===== src/rtl/code_lock_ctrl.sv =====
// Keypad code-lock controller: N-digit code check, failed-attempt lockout and in-field reprogramming.
// Optional feature: define AUTO_RELOCK_EN to relock automatically after OPEN_CYC idle cycles in OPEN.
module code_lock_ctrl #(
  parameter int unsigned CODE_LEN    = 4,
  parameter int unsigned KEY_W       = 4,
  parameter int unsigned MAX_TRIES   = 3,
  parameter int unsigned LOCKOUT_CYC = 1000,
  parameter int unsigned OPEN_CYC    = 500,
  parameter logic [CODE_LEN*KEY_W-1:0] DEFAULT_CODE = 16'h1234
) (
  input  logic                              clock,
  input  logic                              reset,
  input  logic [KEY_W-1:0]                  key_code,
  input  logic                              key_valid,
  output logic                              open,
  output logic                              lock,
  output logic                              save_light,
  output logic                              err,
  output logic [$clog2(MAX_TRIES+1)-1:0]    try_count,
  output logic [$clog2(CODE_LEN+1)-1:0]     digit_count
);

  localparam int unsigned CW      = CODE_LEN * KEY_W;
  localparam int unsigned TC_W    = $clog2(MAX_TRIES + 1);
  localparam int unsigned DC_W    = $clog2(CODE_LEN + 1);
  localparam int unsigned TMR_MAX = (LOCKOUT_CYC > OPEN_CYC) ? LOCKOUT_CYC : OPEN_CYC;
  localparam int unsigned TMR_W   = $clog2(TMR_MAX + 1);

  typedef enum logic [1:0] {
    S_LOCKED  = 2'd0,
    S_OPEN    = 2'd1,
    S_PROG    = 2'd2,
    S_LOCKOUT = 2'd3
  } state_e;

  state_e            state_q, state_d;
  logic [CW-1:0]     buf_q, buf_d;
  logic [CW-1:0]     code_q, code_d;
  logic [DC_W-1:0]   dc_q, dc_d;
  logic              ovf_q, ovf_d;
  logic [TC_W-1:0]   try_q, try_d;
  logic [TMR_W-1:0]  timer_q, timer_d;
  logic              open_q, open_d;
  logic              lock_q, lock_d;
  logic              save_q, save_d;
  logic              err_q, err_d;

  logic              is_digit_c, is_clr_c, is_ent_c;
  logic              entry_ok_c, match_c, edit_c, xfer_c;
  logic [TC_W-1:0]   tries_inc_c;

  // Key decode; codes above '#' are treated as no key at all
  always_comb begin
    logic key_ok;
    key_ok      = key_valid && (key_code <= KEY_W'(11));
    is_digit_c  = key_ok && (key_code < KEY_W'(10));
    is_clr_c    = key_ok && (key_code == KEY_W'(10));
    is_ent_c    = key_ok && (key_code == KEY_W'(11));
    entry_ok_c  = (dc_q == DC_W'(CODE_LEN)) && !ovf_q;
    match_c     = (buf_q == code_q);
    tries_inc_c = try_q + TC_W'(1);
  end

  // State and datapath registers
  always_ff @(posedge clock or negedge reset) begin
    if (!reset) begin
      state_q <= S_LOCKED;
      buf_q   <= '0;
      code_q  <= DEFAULT_CODE;
      dc_q    <= '0;
      ovf_q   <= 1'b0;
      try_q   <= '0;
      timer_q <= '0;
      open_q  <= 1'b0;
      lock_q  <= 1'b0;
      save_q  <= 1'b0;
      err_q   <= 1'b0;
    end else begin
      state_q <= state_d;
      buf_q   <= buf_d;
      code_q  <= code_d;
      dc_q    <= dc_d;
      ovf_q   <= ovf_d;
      try_q   <= try_d;
      timer_q <= timer_d;
      open_q  <= open_d;
      lock_q  <= lock_d;
      save_q  <= save_d;
      err_q   <= err_d;
    end
  end

  // Next-state logic
  always_comb begin
    state_d = state_q;
    unique case (state_q)
      S_LOCKED: begin
        if (is_ent_c) begin
          if (entry_ok_c && match_c)               state_d = S_OPEN;
          else if (tries_inc_c == TC_W'(MAX_TRIES)) state_d = S_LOCKOUT;
        end
      end
      S_LOCKOUT: begin
        if (timer_q == '0) state_d = S_LOCKED;
      end
      S_OPEN: begin
        if (is_clr_c)      state_d = S_LOCKED;
        else if (is_ent_c) state_d = S_PROG;
`ifdef AUTO_RELOCK_EN
        else if (!key_valid && (timer_q == '0)) state_d = S_LOCKED;
`endif
      end
      S_PROG: begin
        if (is_ent_c)                         state_d = S_OPEN;
        else if (is_clr_c && (dc_q == '0))    state_d = S_OPEN;
      end
      default: state_d = S_LOCKED;
    endcase
  end

  // Datapath and registered-output next values
  always_comb begin
    buf_d   = buf_q;
    code_d  = code_q;
    dc_d    = dc_q;
    ovf_d   = ovf_q;
    try_d   = try_q;
    timer_d = timer_q;
    err_d   = 1'b0;
    edit_c  = (state_q == S_LOCKED) || (state_q == S_PROG);
    xfer_c  = (state_d != state_q);

    if (edit_c && is_digit_c) begin
      buf_d = (buf_q << KEY_W) | CW'(key_code);
      if (dc_q == DC_W'(CODE_LEN)) ovf_d = 1'b1;
      else                         dc_d  = dc_q + DC_W'(1);
    end
    if (edit_c && is_clr_c) begin
      buf_d = '0;
      dc_d  = '0;
      ovf_d = 1'b0;
    end

    unique case (state_q)
      S_LOCKED: begin
        if (is_ent_c) begin
          if (entry_ok_c && match_c) begin
            try_d = '0;
          end else begin
            err_d = 1'b1;
            try_d = tries_inc_c;
          end
        end
      end
      S_LOCKOUT: begin
        if (timer_q == '0) try_d   = '0;
        else               timer_d = timer_q - TMR_W'(1);
      end
      S_PROG: begin
        if (is_ent_c) begin
          if (entry_ok_c) code_d = buf_q;
          else            err_d  = 1'b1;
        end
      end
      S_OPEN: begin
`ifdef AUTO_RELOCK_EN
        if (key_valid)            timer_d = TMR_W'(OPEN_CYC - 1);
        else if (timer_q != '0)   timer_d = timer_q - TMR_W'(1);
`endif
      end
      default: ;
    endcase

    // '#' in LOCKED always consumes the entry, even when staying put
    if (xfer_c || ((state_q == S_LOCKED) && is_ent_c)) begin
      buf_d = '0;
      dc_d  = '0;
      ovf_d = 1'b0;
    end
    if (xfer_c && (state_d == S_LOCKOUT)) timer_d = TMR_W'(LOCKOUT_CYC - 1);
`ifdef AUTO_RELOCK_EN
    if (xfer_c && (state_d == S_OPEN))    timer_d = TMR_W'(OPEN_CYC - 1);
`endif
  end

  // Output decode from the upcoming state
  always_comb begin
    open_d = (state_d == S_OPEN) || (state_d == S_PROG);
    lock_d = (state_d == S_LOCKOUT);
    save_d = (state_d == S_PROG);
  end

  assign open        = open_q;
  assign lock        = lock_q;
  assign save_light  = save_q;
  assign err         = err_q;
  assign try_count   = try_q;
  assign digit_count = dc_q;

endmodule

===== config.mk =====
export PLATFORM = sky130hd
export DESIGN_NAME = code_lock_ctrl
export DESIGN_NICKNAME = d
export VERILOG_FILES = /design/src/rtl/code_lock_ctrl.sv
export SDC_FILE = /design/constraint.sdc
export NUM_CORES = 1
export LEC_CHECK = 0
export ABC_AREA = 1
export ABC_CLOCK_PERIOD_IN_PS = 3100
export CAP_MARGIN = 20
export CORE_UTILIZATION = 39
export DETAILED_ROUTE_END_ITERATION = 7
export DONT_BUFFER_PORTS = 1
export REMOVE_ABC_BUFFERS = 1
export SLEW_MARGIN = 5
export SYNTH_ARGS = -nofsm -noshare
export SYNTH_HDL_FRONTEND = slang
export SYNTH_SLANG_ARGS = --single-unit

===== constraint.sdc =====
create_clock -name clock -period 3.1 [get_ports clock]
set_input_delay 0.775 -clock clock [delete_from_list [all_inputs] [get_ports clock]]
set_output_delay 0.775 -clock clock [all_outputs]
set_load 0.02 [all_outputs]

# [Word level (Yosys, flattened, before mapping)]
# Index checks and enable logic that the tools add are counted.
[totals] register_bits=54 input_bits=7 out_inout_bits=9 word_cells=92
[classes] n_addsub=3 order_cmp=2 eq_ne=16 muxes=32 n_bitwise=1 reduce_logical=27
[ops] operator="16-bit 2-to-1 mux" n=3
[ops] operator="10-bit 2-to-1 mux" n=3
[ops] operator="2-bit 2-to-1 mux" n=11
[ops] operator="16-bit == test" n=1
[ops] operator="16-bit by 4-bit OR with 16-bit output" n=1
[ops] operator="3-bit 2-to-1 mux" n=4
[ops] operator="1-bit logical AND" n=11
[ops] operator="2-bit == test (second input constant)" n=5
[ops] operator="10-bit logical NOT" n=1
[ops] operator="10-bit by 1-bit subtractor with 10-bit output (second input constant)" n=1
[ops] operator="4-bit == test (second input constant)" n=2
[ops] operator="1-bit 2-to-1 mux" n=8
[ops] operator="2-bit one-hot mux with 4 select lines" n=1
[ops] operator="2-bit AND reduction" n=3
[ops] operator="3-bit AND reduction" n=2
[ops] operator="3-bit nonzero test" n=2
[ops] operator="2-bit by 1-bit == test with 1-bit output (second input constant)" n=2
[ops] operator="4-bit less-or-equal comparator (second input constant)" n=1
[ops] operator="4-bit < comparator (second input constant)" n=1
[ops] operator="2-bit != test (second input constant)" n=2
[ops] operator="2-bit one-hot mux with 2 select lines" n=1
[ops] operator="2-bit nonzero test" n=2
[ops] operator="3-bit by 1-bit adder with 3-bit output (second input constant)" n=1
[ops] operator="3-bit == test (second input constant)" n=1
[ops] operator="other kinds (9)" n=11

# [Depth between registers and ports, before layout]
# Gate-level depths: netlist of the first run.
[logic_depth] word_depth=11 depth_mapped=16 depth_no_buf=16

# [Least setup slack after synthesis of the first run]
# OpenSTA, ideal clock, no wires.
[synth_timing] path_kind="register -> register" start="reg dc_q[0] (netlist: digit_count[0])" end="reg buf_q[10]" setup_ps=142 arrival_time_ps=1995 t_required_ps=2958 setup_slack_ps=963 stages_incl_launch_ff=14 n_path_buf=1 period_less_slack_ps=2137 cell_sequence="dfrtp_1 inv_1 ha_1 nand2_1 or2_1 nor3_2 nand3_2 nand2_1 nand2_1 nand2_2 nand3_4 nand4_4 buf_6 o22ai_2"
[synth_via] elab_chain_len=9 elab_cells_between_ends=14
[synth_rtl] element="from (decl)" line_no="39" text="logic [DC_W-1:0] dc_q, dc_d;"
[synth_rtl] element="from (signal assigned)" line_no="70" text="dc_q <= '0;"
[synth_rtl] element="from (signal assigned)" line_no="82" text="dc_q <= dc_d;"
[synth_rtl] element="3-bit == test" line_no="59" text="entry_ok_c = (dc_q == DC_W'(CODE_LEN)) && !ovf_q;"
[synth_rtl] element="1-bit logical AND" line_no="59"
[synth_rtl] element="1-bit logical AND" line_no="99" text="if (entry_ok_c && match_c) state_d = S_OPEN;"
[synth_rtl] element="2-bit 2-to-1 mux" line_no="99"
[synth_rtl] element="2-bit 2-to-1 mux" line_no="98" text="if (is_ent_c) begin"
[synth_rtl] element="2-bit one-hot mux with 4 select lines *" line_no="96" text="unique case (state_q)"
[synth_rtl] element="2-bit != test *" line_no="131" text="xfer_c = (state_d != state_q);"
[synth_rtl] element="1-bit logical OR *" line_no="175" text="if (xfer_c || ((state_q == S_LOCKED) && is_ent_c)) begin"
[synth_rtl] element="3-bit nonzero test (no line) / 16-bit 2-to-1 mux (equally long branches)"
[synth_rtl] element="to (signal assigned)" line_no="80" text="buf_q <= buf_d;"
[synth_rtl] element="to (decl)" line_no="37" text="logic [CW-1:0] buf_q, buf_d;"
# Every way passes the cells marked *; elsewhere a longest branch is shown, timed or not.
# A chain may end at the register's enable or synchronous reset.

# [Worst setup path in the final report of the first run]
[layout_timing] start="reg dc_q[0] (netlist: digit_count[0])" end="reg dc_q[2] (netlist: digit_count[2])"
[layout_via] elab_chain_len=10 elab_cells_between_ends=20
[layout_rtl] element="3-bit == test" line_no="59, 135"
[layout_rtl] element="1-bit logical AND" line_no="59"
[layout_rtl] element="1-bit logical AND" line_no="99"
[layout_rtl] element="2-bit 2-to-1 mux" line_no="99"
[layout_rtl] element="2-bit 2-to-1 mux" line_no="98"
[layout_rtl] element="2-bit one-hot mux with 4 select lines" line_no="96"
[layout_rtl] element="2-bit != test" line_no="131"
[layout_rtl] element="1-bit logical OR" line_no="175"
[layout_rtl] element="3-bit by 1-bit != test with 1-bit output (no line) / 3-bit nonzero test (equally long branches)"
[layout_rtl] element="2-bit AND reduction (no line)"
# Several ways; a longest one is shown, not always the timed one. The select of a mux whose other input is x is not followed.

==> results of run 1 <==
==> state kept, by name, indices dropped and copies added, names as in the netlist, 2 cells and up <==
register and flops:
code_q 16, try_count 2, timer_q 10, state_q 2, digit_count 3, buf_q 16
==> area by class of cell <==
class                      instances  area [sq um]  area share (%)
multi-input combinational        226          1217           40.32
tap                               96         120.1           3.978
inverter                          54         202.7           6.714
clock buffer                       7         76.32           2.528
sequential                        54          1358           44.96
clock inverter                     1         30.03          0.9946
timing repair buffer               2         15.01          0.4973
==> where the power goes <==
part           internal, W  switching (W)   total, W
clock network     0.000242       0.000220   0.000462
registers         0.000707     0.00000143   0.000709
logic           0.00000489     0.00000945  0.0000143
==> through the flow <==
step	cells	util (%)	hold WS [ps]	cell area, sq um
2_1_floorplan	334	-	434.2	2778
3_3_place_gp	432	42.40	450.8	2913
3_5_place_dp	432	42.40	450.6	2913
4_1_cts	440	43.95	144.7	3019
5_1_grt	440	43.95	139.6	3019
6_report	440	43.95	158.6	3019
==> final timing paths <==
path	end	slack [ps]	start
hold / removal	code_q[11]$_DFFE_PN0P_	160	reset
max in group asynchronous	code_q[2]$_DFFE_PN1P_	2760	reset
setup reg to reg	digit_count[2]$_DFFE_PN0P_	610	digit_count[0]$_DFFE_PN0P_
hold reg to reg	ovf_q$_DFFE_PN0P_	480	ovf_q$_DFFE_PN0P_
min in group clock	ovf_q$_DFFE_PN0P_	480	ovf_q$_DFFE_PN0P_
setup / recovery	digit_count[2]$_DFFE_PN0P_	610	digit_count[0]$_DFFE_PN0P_
==> per-layer routing <==
| layer | vias up | wire [um] | track usage (%) |
|---|---|---|---|
| li1 | 1084 | - | - |
| met1 | 913 | 2580 | 21.02 |
| met2 | 37 | 2225 | 22.83 |
| met3 | 5 | 181 | 2.180 |
| met4 | 0 | 62 | 4.091 |
| met5 | - | 0 | 0 |
==> worst max-delay path, stage by stage, from the launching register on <==
cell     delay, ps
dfrtp_1        490
inv_1          120
ha_1           210
nand2_1         80
or2_1          270
nor3_2         200
nand3_2        150
nand2_1         90
nand2_1         60
nand2_2         80
nand3_4        100
nand4_4        260
nand2_1        160
nand2_1         80
nand2_1         50
==> cell usage in the layout (no fill, tap or decap), types with 6 or more instances in the layout <==
cell type / synthesis / final
o22ai_2: 10 / 10
o21ai_0: 21 / 21
dfrtp_1: 49 / 49
inv_1: 52 / 52
nand3_1: 10 / 10
o22ai_1: 6 / 6
nand4_1: 9 / 9
nor2_1: 32 / 32
nand2_1: 100 / 100
xor2_1: 6 / 6
==> kinds of logic after synthesis <==
logic type	after synthesis	share of synthesized area (%)
AO/OA/AOI/OAI	45	11.54
XOR/XNOR	8	2.495
adder cells (fa/ha/maj)	5	2.227
buffers and inverters	60	8.329
AND/OR/NAND/NOR	168	27.08
flip-flops	54	48.33
==> results.cfg, run 1 <==
[outcome]
status = completed

[floorplan]
num_rows = 30
core_area_sq_um = 6869
die_width_um = 86.87
start_util_pct = 40.89
dieArea_sq_um = 7546
ios = 16
die_y_um = 86.87

[synth]
synth_top_cell_area_share_pct = 43.65
synth_flop_cell = dfrtp_1
ys_top_cells_by_area = dfrtp_1 (44%), nand2_1 (13%), inv_1 (6.9%)
synth_cell_types = 35
synth_warnings = 0
syn_inst = 340
ys_seq_elements = 54
yosysTopAreaCell = dfrtp_1
synthesis.area_sq_um = 2809
synth-edff-count = 0
post-synth-top-count-cell = nand2_1
ys_seq_area_share_pct = 48.33
synth_async_sr_flop_share_pct = 100.0
syn_area_per_cell_sq_um = 8.262
synth_common_cells = nand2_1 (100), inv_1 (52), dfrtp_1 (49)

[power]
p_total_w = 0.001185
p_leak_nw = 1.470
peakVddDrop_v = 0.0002596
powerDensity_nw_per_um2 = 392.6

[worst_setup_path]
worst_ep_arrival_time_ps = 2690
worstPathRequired_ps = 3300
endpoint_kind = flop
crit_type = flop to flop
rr_worst_depth = 14
start_kind = flop
path_max_fanout = 18

[sta]
period_share_pct = 80.40
layout_min_cycle_time_ps = 2492
drv_slew = 0
setup_ws_ps = 607.7
rsz0062_at_grt = no
finClkSkew_ps = 5.973
worst_pin_slew_ps = 481.0
slew_headroom_pct = 67.78
setup_tns_ps = 0
hold_viol_final = 0
fmax_ghz = 0.4012
setup_viol = 0

[global_route]
grt_use_total_pct = 14.58
gr-total-overflow = 0
grt_antenna_before_repair = 0
grt_pass1_wl_mm = 8.659
grt_pass1_vias = 1860
grt_max_degree = 55

[clock_tree]
cts_root_buf = clkbuf_8
postCtsSetupBuffers = 0
cts_buffers = 5
cts.clk_slew.worst_paths_ps = 90
insertion_delay_ps = 300
cts.path.max_buffers = 2
ctsHtreeMaxLevel = 2
cts_tree = yes
cts_resized = 0
postCtsHoldBufs = 0
clock_sink_count = 54

[detailed_routing]
ant_nets = 0
routedWlPerCell_um = 11.48
first_pass_iters = 4
routed_wl_mm = 5.050
vias = 2039
via_per_inst = 4.634
initialDrtViolationCount = 132
drc = 0

[job]
drv_cap = 0

[place]
hpwlAfterDp_mm = 3.510
routabilityCongestion = 0.8724
preCtsSetupSlack_ps = 565.5
portBuffers = 0

[min_path]
hold_path_class = primary input to async pin

[finish]
fillers = 682
drive_above_1_share_pct = 11.34
n_antenna_cell = 0
area_growth_pct = 7.483
num-nets-final = 355
(Power assumes the default switching activity.)
==> run 2: changes to the inputs <==
--- a/config.mk
+++ b/config.mk
@@ -6,7 +6,7 @@
 export NUM_CORES = 1
 export LEC_CHECK = 0
 export ABC_AREA = 1
-export ABC_CLOCK_PERIOD_IN_PS = 3100
+export ABC_CLOCK_PERIOD_IN_PS = 2200
 export CAP_MARGIN = 20
 export CORE_UTILIZATION = 39
 export DETAILED_ROUTE_END_ITERATION = 7
==> constraint.sdc (replaced) <==
create_clock -name clock -period 2.2 [get_ports clock]
set_input_delay 0.55 -clock clock [delete_from_list [all_inputs] [get_ports clock]]
set_output_delay 0.55 -clock clock [all_outputs]
set_load 0.02 [all_outputs]
==> run 2 against run 1 <==
Register-to-register slack got worse by 510 ps. Via count rose by 5.6%. Fmax rose by 19%. Power is 55% higher. Cell count is 4.1% higher. Critical path type unchanged. Critical endpoint is now buf_q[12]$_DFFE_PN0P_.
==> results.cfg, run 2 (synthesis results as in run 1) <==
[floorplan]
core_area_sq_um = 6869
start_util_pct = 40.89
die_y_um = 86.87
dieArea_sq_um = 7546
num_rows = 30
die_width_um = 86.87
ios = 16

[worst_setup_path]
timing.rr.start = timer_q[0]$_DFFE_PN0P_
cp_top_family = simple AND/OR/NAND/NOR gates
critical_path_depth = 15
cpPeakStageDelay_ps = 390
crit_type = flop to flop
r2r_setup_slack_ps = 100
crit_chain = inv_2, ha_2, nand2_2, nor2_4, nand2_2, nor2_4, nand2_2, nand2_4, nand2_2, inv_2, nand2_4, nand3_4, nand4_4, clkbuf_16, o22ai_2
cp_common_cell = nand2_2
slowest_stage = dfrtp_1
path_buf_inv = 3
crit-reg2reg-capture = buf_q[12]$_DFFE_PN0P_
endpoint_kind = flop
worstPathRequired_ps = 2430
start_kind = flop
path_max_fanout = 8
worst_ep_arrival_time_ps = 2330
rr_worst_depth = 15

[finish]
n_antenna_cell = 0
final_common_cell = nand2_1
drive_above_1_share_pct = 20.17
num-nets-final = 373
fin_cells = 458
final_area_sq_um = 3319
top_regs = buf_q: 16 flops, code_q: 16 flops, timer_q: 10 flops
final_cell_mix = nand2_1 (96), inv_1 (51), dfrtp_1 (49), nor2_1 (31), o21ai_0 (21)
area_growth_pct = 18.17

[detailed_routing]
initialDrtViolationCount = 73
routed_wl_mm = 5.642
routedWlPerCell_um = 12.32
first_pass_iters = 4
ant_nets = 0
vias = 2153
drc = 0
via_per_inst = 4.701

[job]
drv_cap = 0

[sta]
setup_viol = 0
setup_tns_ps = 0
drv_slew = 0
hold_viol_final = 0
layout_min_cycle_time_ps = 2097
worst_pin_slew_ps = 385.7
fmax_ghz = 0.4768
period_share_pct = 95.34
slew_headroom_pct = 74.01
finClkSkew_ps = 3.063

[clock_tree]
clock_sink_count = 54
cts_root_buf = clkbuf_8
cts.path.max_buffers = 2
cts_tree = yes
ctsHtreeMaxLevel = 2
cts_buffers = 5
cts.clk_slew.worst_paths_ps = 90
insertion_delay_ps = 300

[global_route]
grt_antenna_before_repair = 0
grt_pass1_wl_mm = 9.370
grt_use_total_pct = 15.94
gr-total-overflow = 0
grt_pass1_vias = 2036
grt_max_degree = 50

[place]
place_inst = 440
hpwlAfterDp_mm = 3.801
portBuffers = 0
placed_area_sq_um = 2985
routabilityCongestion = 0.8478

[outcome]
status = completed

[power]
p_leak_nw = 1.613
peakVddDrop_v = 0.0002932
powerDensity_nw_per_um2 = 553.6

[min_path]
hold_path_class = primary input to async pin
-- run 2: changes by cell type in the layout (fill, tap and decap cells not counted), sizes merged --
cell	before	now
buf	2	19
bufinv	1	2
-- run 2: report_power, final --
part           internal (W)  switching, W
sequential         0.000996    0.00000208
combinational     0.0000124     0.0000309
clock              0.000485      0.000311
-- run 2: how the worst max path moves through the flow --
stage,startpoint,endpoint,slack [ps]
4_1_cts,timer_q[0]$_DFFE_PN0P_,digit_count[1]$_DFFE_PN0P_,90
6_report,timer_q[0]$_DFFE_PN0P_,buf_q[12]$_DFFE_PN0P_,100
2_1_floorplan,digit_count[0]$_DFFE_PN0P_,digit_count[2]$_DFFE_PN0P_,4
5_1_grt,timer_q[1]$_DFFE_PN0P_,buf_q[12]$_DFFE_PN0P_,-50
3_5_place_dp,key_code[2],digit_count[1]$_DFFE_PN0P_,120
3_3_place_gp,key_code[2],digit_count[1]$_DFFE_PN0P_,110
-- run 2: what timing repair did --
item | CTS | global route
setup buffers | 0 | 8
hold buffers | 1 | 0
resized for setup | 0 | 19
endpoints found under the hold margin | 49 | 0
endpoints found under the setup margin | 0 | 23
-- run 2: cell type report --
class	count	area (sq um)
clock buffers	6	82.58
clock inverters	2	60.06
fillers	643	3550
inverters	54	202.7
multi-input cells	226	1292
flip-flops and latches	54	1358
well taps	96	120.1
repair buffers	20	203.9
-- run 2: metrics by stage --
step / utilization, % / total power (W) / hold WS [ps] / setup WS, ps
floorplan: - / 0.001034 / 254.4 / 3.961
global placement: 43.46 / 0.001038 / 255.8 / 108.6
detailed placement: 43.46 / 0.001039 / 255.7 / 115.3
CTS: 45.94 / 0.001870 / 63.79 / 88.59
global route: 48.32 / 0.001899 / 57.13 / -52.11
finish: 48.32 / 0.001837 / 78.77 / 102.6
-- run 2: per-layer routing --
layer | vias to the layer above | GRT usage, % | share of wire (%)
met1 | 987 | 22.13 | 49
met3 | 8 | 2.085 | 2.4
met4 | 0 | 6.061 | 1.7
li1 | 1120 | - | -
met5 | - | 0 | 0
met2 | 38 | 25.41 | 47
